**src/rtl/full_adder.sv**
```systemverilog
// Purpose : registered full adder {cout,sum} = a + b + cin, carry chain split into STAGES slices.
// Latency : STAGES cycles (STAGES=1 -> result visible the cycle after operands are sampled).
// Backpressure: none; out_valid is a fixed-latency copy of in_valid. Option macro: FULL_ADDER_OVF_EN adds ovf.
module full_adder #(
  parameter int WIDTH  = 1,
  parameter int STAGES = 1
) (
  input  logic             clk,
  input  logic             rst,
  input  logic             in_valid,
  input  logic [WIDTH-1:0] a,
  input  logic [WIDTH-1:0] b,
  input  logic             cin,
  output logic             out_valid,
  output logic [WIDTH-1:0] sum,
  output logic             cout
`ifdef FULL_ADDER_OVF_EN
  ,
  output logic             ovf
`endif
);

  // Bits added per pipeline stage.
  localparam int SL = (STAGES > 0) ? (WIDTH / STAGES) : 1;

  // Reject configurations the slicing cannot represent.
  if ((WIDTH < 1) || (WIDTH > 64) || (STAGES < 1) || (STAGES > WIDTH) ||
      ((WIDTH % STAGES) != 0)) begin : g_bad_cfg
    $error("full_adder: illegal WIDTH/STAGES combination");
  end

  // Stage k consumes the low SL bits of the operands it receives, forwards the
  // still-unconsumed upper operand bits, and appends its sum slice above the
  // sum bits completed by earlier stages. Only the carry crosses stage borders.
  for (genvar k = 0; k < STAGES; k++) begin : g_stage
    localparam int IW = WIDTH - k * SL;  // operand bits still to be added
    localparam int DW = (k + 1) * SL;    // sum bits complete after this stage

    logic          w_vld_in;
    logic [IW-1:0] w_a_in;
    logic [IW-1:0] w_b_in;
    logic          w_c_in;
    logic [SL:0]   w_slice;
    logic [DW-1:0] w_sum_nxt;

    logic          r_vld;
    logic          r_carry;
    logic [DW-1:0] r_sum;

    if (k == 0) begin : g_src
      assign w_vld_in  = in_valid;
      assign w_a_in    = a;
      assign w_b_in    = b;
      assign w_c_in    = cin;
      assign w_sum_nxt = w_slice[SL-1:0];
    end else begin : g_src
      assign w_vld_in  = g_stage[k-1].r_vld;
      assign w_a_in    = g_stage[k-1].g_fwd.r_a;
      assign w_b_in    = g_stage[k-1].g_fwd.r_b;
      assign w_c_in    = g_stage[k-1].r_carry;
      assign w_sum_nxt = {w_slice[SL-1:0], g_stage[k-1].r_sum};
    end

    // Slice add at SL+1 bits so the slice carry-out is kept.
    assign w_slice = {1'b0, w_a_in[SL-1:0]} + {1'b0, w_b_in[SL-1:0]} + {{SL{1'b0}}, w_c_in};

    // Valid always advances; carry and completed sum load only on a valid slot,
    // so idle-cycle operand garbage never reaches the held outputs.
    always_ff @(posedge clk) begin
      if (rst) begin
        r_vld   <= 1'b0;
        r_carry <= 1'b0;
        r_sum   <= '0;
      end else begin
        r_vld <= w_vld_in;
        if (w_vld_in) begin
          r_carry <= w_slice[SL];
          r_sum   <= w_sum_nxt;
        end
      end
    end

    if (k < STAGES - 1) begin : g_fwd
      logic [IW-SL-1:0] r_a;
      logic [IW-SL-1:0] r_b;

      // Delay the operand bits later stages still have to add.
      always_ff @(posedge clk) begin
        if (rst) begin
          r_a <= '0;
          r_b <= '0;
        end else if (w_vld_in) begin
          r_a <= w_a_in[IW-1:SL];
          r_b <= w_b_in[IW-1:SL];
        end
      end
    end
  end

  assign out_valid = g_stage[STAGES-1].r_vld;
  assign sum       = g_stage[STAGES-1].r_sum;
  assign cout      = g_stage[STAGES-1].r_carry;

`ifdef FULL_ADDER_OVF_EN
  // Carry into the MSB is recovered as a ^ b ^ s at the MSB; overflow is that
  // carry XOR the carry out of the MSB.
  logic w_ovf_nxt;
  logic r_ovf;

  assign w_ovf_nxt = g_stage[STAGES-1].w_a_in[SL-1] ^ g_stage[STAGES-1].w_b_in[SL-1] ^
                     g_stage[STAGES-1].w_slice[SL-1] ^ g_stage[STAGES-1].w_slice[SL];

  // Overflow flag registered alongside the final sum slice and held the same way.
  always_ff @(posedge clk) begin
    if (rst) begin
      r_ovf <= 1'b0;
    end else if (g_stage[STAGES-1].w_vld_in) begin
      r_ovf <= w_ovf_nxt;
    end
  end

  assign ovf = r_ovf;
`endif

endmodule

```
**config.mk**
```make
export PLATFORM = sky130hd
export DESIGN_NAME = full_adder
export DESIGN_NICKNAME = d
export VERILOG_FILES = /design/src/rtl/full_adder.sv
export SDC_FILE = /design/constraint.sdc
export NUM_CORES = 1
export LEC_CHECK = 0
export BUFFER_PORTS_ARGS = -buffer_cell sky130_fd_sc_hd__buf_2
export CORE_AREA = 2 2 39 41
export DETAILED_ROUTE_END_ITERATION = 12
export DIE_AREA = 0 0 41 43
export PLACE_DENSITY = 0.37
export SETUP_SLACK_MARGIN = 0.5
export SYNTH_ARGS = -nofsm -noshare
export SYNTH_HDL_FRONTEND = slang
export SYNTH_SLANG_ARGS = --single-unit
```
**constraint.sdc**
```tcl
create_clock -name clk -period 0.9 [get_ports clk]
set_input_delay 0 -clock clk [delete_from_list [all_inputs] [get_ports clk]]
set_output_delay 0 -clock clk [all_outputs]
set_load 0.02 [all_outputs]
```
==> summary by stage <==
Cells and area
The number of fill cells is 153. The net count of the finished layout is 29. 0 antenna diodes ended up in the layout. Of the cells placed in the final design, the portion with a size suffix greater than 1 is 71.4%.

The synthesis-to-layout area growth is 103%. After the flow finishes, the layout carries non-filler instances totaling 37. In the layout the commonest cells are 4 x sky130_fd_sc_hd__buf_2, 4 x sky130_fd_sc_hd__buf_6, 3 x sky130_fd_sc_hd__clkbuf_4, 3 x sky130_fd_sc_hd__dfxtp_2.

Critical path
Data on the critical path arrives at its endpoint at 680 ps. The worst setup path is launched from a flop. The path depth of the worst reg2reg path is 2. STA puts the critical path data required time at 900 ps. The critical path goes through buf_6. The kind of cell adding the most delay to the critical path is flip-flops.

The worst reg2reg path endpoint is cout. The count of buffer and inverter cells on the critical path is 1. The worst setup path is captured at an output port.

The startpoint identified for the worst register-to-register timing path is cout. The origin of the worst setup path is cout. The setup slack of the most critical reg-to-reg path is 280 ps. In this design, the stage delay of the slowest critical-path cell is 330 ps. The capture point of the critical path is cout. By startpoint and endpoint, the worst setup path is classified as reg -> out. In this run the worst path has a maximum fanout of 2.

The slowest cell on the critical path is sky130_fd_sc_hd__dfxtp_2. The count of cell instances traversed by the critical path is 1.

Synthesis
The synthesized area per cell is 12.7 sq um. The post-synthesis net count is 16. Synthesis inferred 3 register bits.

In the synthesized netlist, the number of instances is 9. After synthesis the cells add up to 114 sq um. The share of the yosys chip area belonging to registers is 52.7%.

The distinct cell type count after synthesis is 5. The Yosys step of the flow raised 0 warnings.

Timing
The max-slew violation count came to 0. Setup repair after global routing could not meet its margin everywhere. Across all hold checks on the routed design, the worst slack comes to -42.3 ps. Clock skew on the completed layout was measured at 0 ps. Setup violations remaining at the end of the flow were counted as 0.

The final number of hold-violating endpoints is 3. Measured against its own limit, the worst slew margin works out to 90.8%. At the pin with the least slew margin, the transition time is 134 ps. The final critical path takes up 75.1% of the cycle. In the final timing run, aggregate negative setup slack is 0 ps. The clock period could shrink to 676 ps. The top achievable clock speed is 1480 MHz.

Clock tree
The TritonCTS clock tree is done. The maximum number of buffers from clock root to sink is 2. The tree is rooted in a sky130_fd_sc_hd__clkbuf_4. The TritonCTS buffer count is 3. For the worst-skew pair, the clock arrives at the later sink with an insertion delay of 230 ps.

For this design, the sink count on the clock tree is 3. CTS built an H-tree with a depth of 1. The register clock-pin slew on the reported worst setup and hold paths is 40 ps.

Global routing
The total congestion overflow is 0. The global-route usage over all layers is 4.62%. Entering global routing, the biggest net connects 4 pins. The number of global-route vias before repair is 100. The first global-routing pass estimated 448 um of wire. The number of antenna violations at the first check in global routing is 0.

Floorplanning
After floorplanning, the core was divided into 14 placement rows. From left edge to right edge, the die measures 41 um. Once the floorplan was initialized, standard cells occupied 8.23% of the core. In this run the standard cell core region covers 1380 sq um. The vertical die dimension is 43 um. 9 I/O pins were placed. The die area is 1760 sq um.

Placement
The cell count after placement is 33. In this run the tool buffered the top-level ports with 8 buffer cells. The congestion estimate from routability-driven global placement came to 0.580.

Route
The first-pass detailed-route iteration total is 2. In this run the remaining antenna-violating nets after routing total 0. After detailed routing, the number of remaining DRC violations is 0. In this run, the number of DRC markers left after iteration 0 of detailed routing was 1.

After detailed routing, the total wire length is 285 um. The total via count in the routed design is 110. Using the TritonRoute via totals, the vias-per-cell ratio works out to 2.97. In the final routed layout, each cell accounts on average for 7.70 um.

Power
The overall power after layout is 458 uW. In this run the static leakage power is 0.105 nW. For this design the ratio of total power to cell area is 1980 nW/um^2. The worst-case IR drop observed on VDD is 0.000859 V.

Worst hold path
The worst min-delay path category is in -> reg.

Status
The flow ran to the end, but the final reports show violations. The checks that failed: hold timing.

Job
The number of violations of the max-capacitance limit is 0.
==> where the power goes <==
part | total [mW] | switching, mW | internal (mW)
combinational | 0.0715 | 0.0317 | 0.0398
clock | 0.235 | 0.0686 | 0.166
sequential | 0.152 | 0.00636 | 0.145
==> cells in the mapped netlist <==
cell / instances / area [sq um]
sky130_fd_sc_hd__mux2i_1: 2 / 20.0
sky130_fd_sc_hd__nor2_1: 2 / 7.51
sky130_fd_sc_hd__fa_1: 1 / 20.0
sky130_fd_sc_hd__dfxtp_1: 3 / 60.1
sky130_fd_sc_hd__nor2b_1: 1 / 6.26
==> how the worst min path moves through the flow <==
stage	startpoint	to	slack, ps	cells past startpoint
2_1_floorplan	rst	cout	60	1
3_3_place_gp	rst	cout	180	2
3_5_place_dp	rst	cout	200	2
4_1_cts	rst	sum	-50	2
5_1_grt	rst	cout	-60	2
6_report	rst	cout	-40	2
==> state kept, by name, indices dropped and copies added, names as in the netlist <==
signal / count
out_valid: 1
sum: 1
cout: 1
==> metrics by stage <==
step	instance area [sq um]	setup WS, ps	util [%]
2_1_floorplan	119	172	-
3_3_place_gp	179	46.7	12.9
3_5_place_dp	179	15.2	12.9
4_1_cts	231	215	16.7
5_1_grt	231	195	16.7
6_report	231	224	16.7
==> cell type report <==
cell class	instances	area, sq um	share of cell area, %
repair buffers	8	65.1	28.1
flip-flops and latches	3	63.8	27.6
clock buffers	4	26.3	11.4
well taps	16	20.0	8.65
multi-input cells	6	56.3	24.3
==> kinds of logic (layout without fill, tap and decap cells) <==
family | Yosys count | count (layout) | synth area share [%]
flip-flops | 3 | 3 | 52.7
AND/OR/NAND/NOR | 3 | 3 | 12.1
multiplexers | 2 | 2 | 17.6
adder cells (fa/ha/maj) | 1 | 1 | 17.6
buffers and inverters | 0 | 12 | 0
==> per-layer routing <==
layer | part of all wire (%) | GRT usage, % | vias to the layer above
li1 | - | - | 53
met1 | 51 | 5.48 | 46
met2 | 26 | 3.13 | 9
met3 | 21 | 8.38 | 2
met4 | 1.8 | 2.00 | 0
met5 | 0 | 0 | -
==> timing repair <==
item	in CTS	in global routing
hold endpoints to repair	3	3
setup endpoints to repair	5	5
setup buffers	0	0
pin swaps	3	2
resized for setup	8	0
Power figures use the tool's default switching activity.
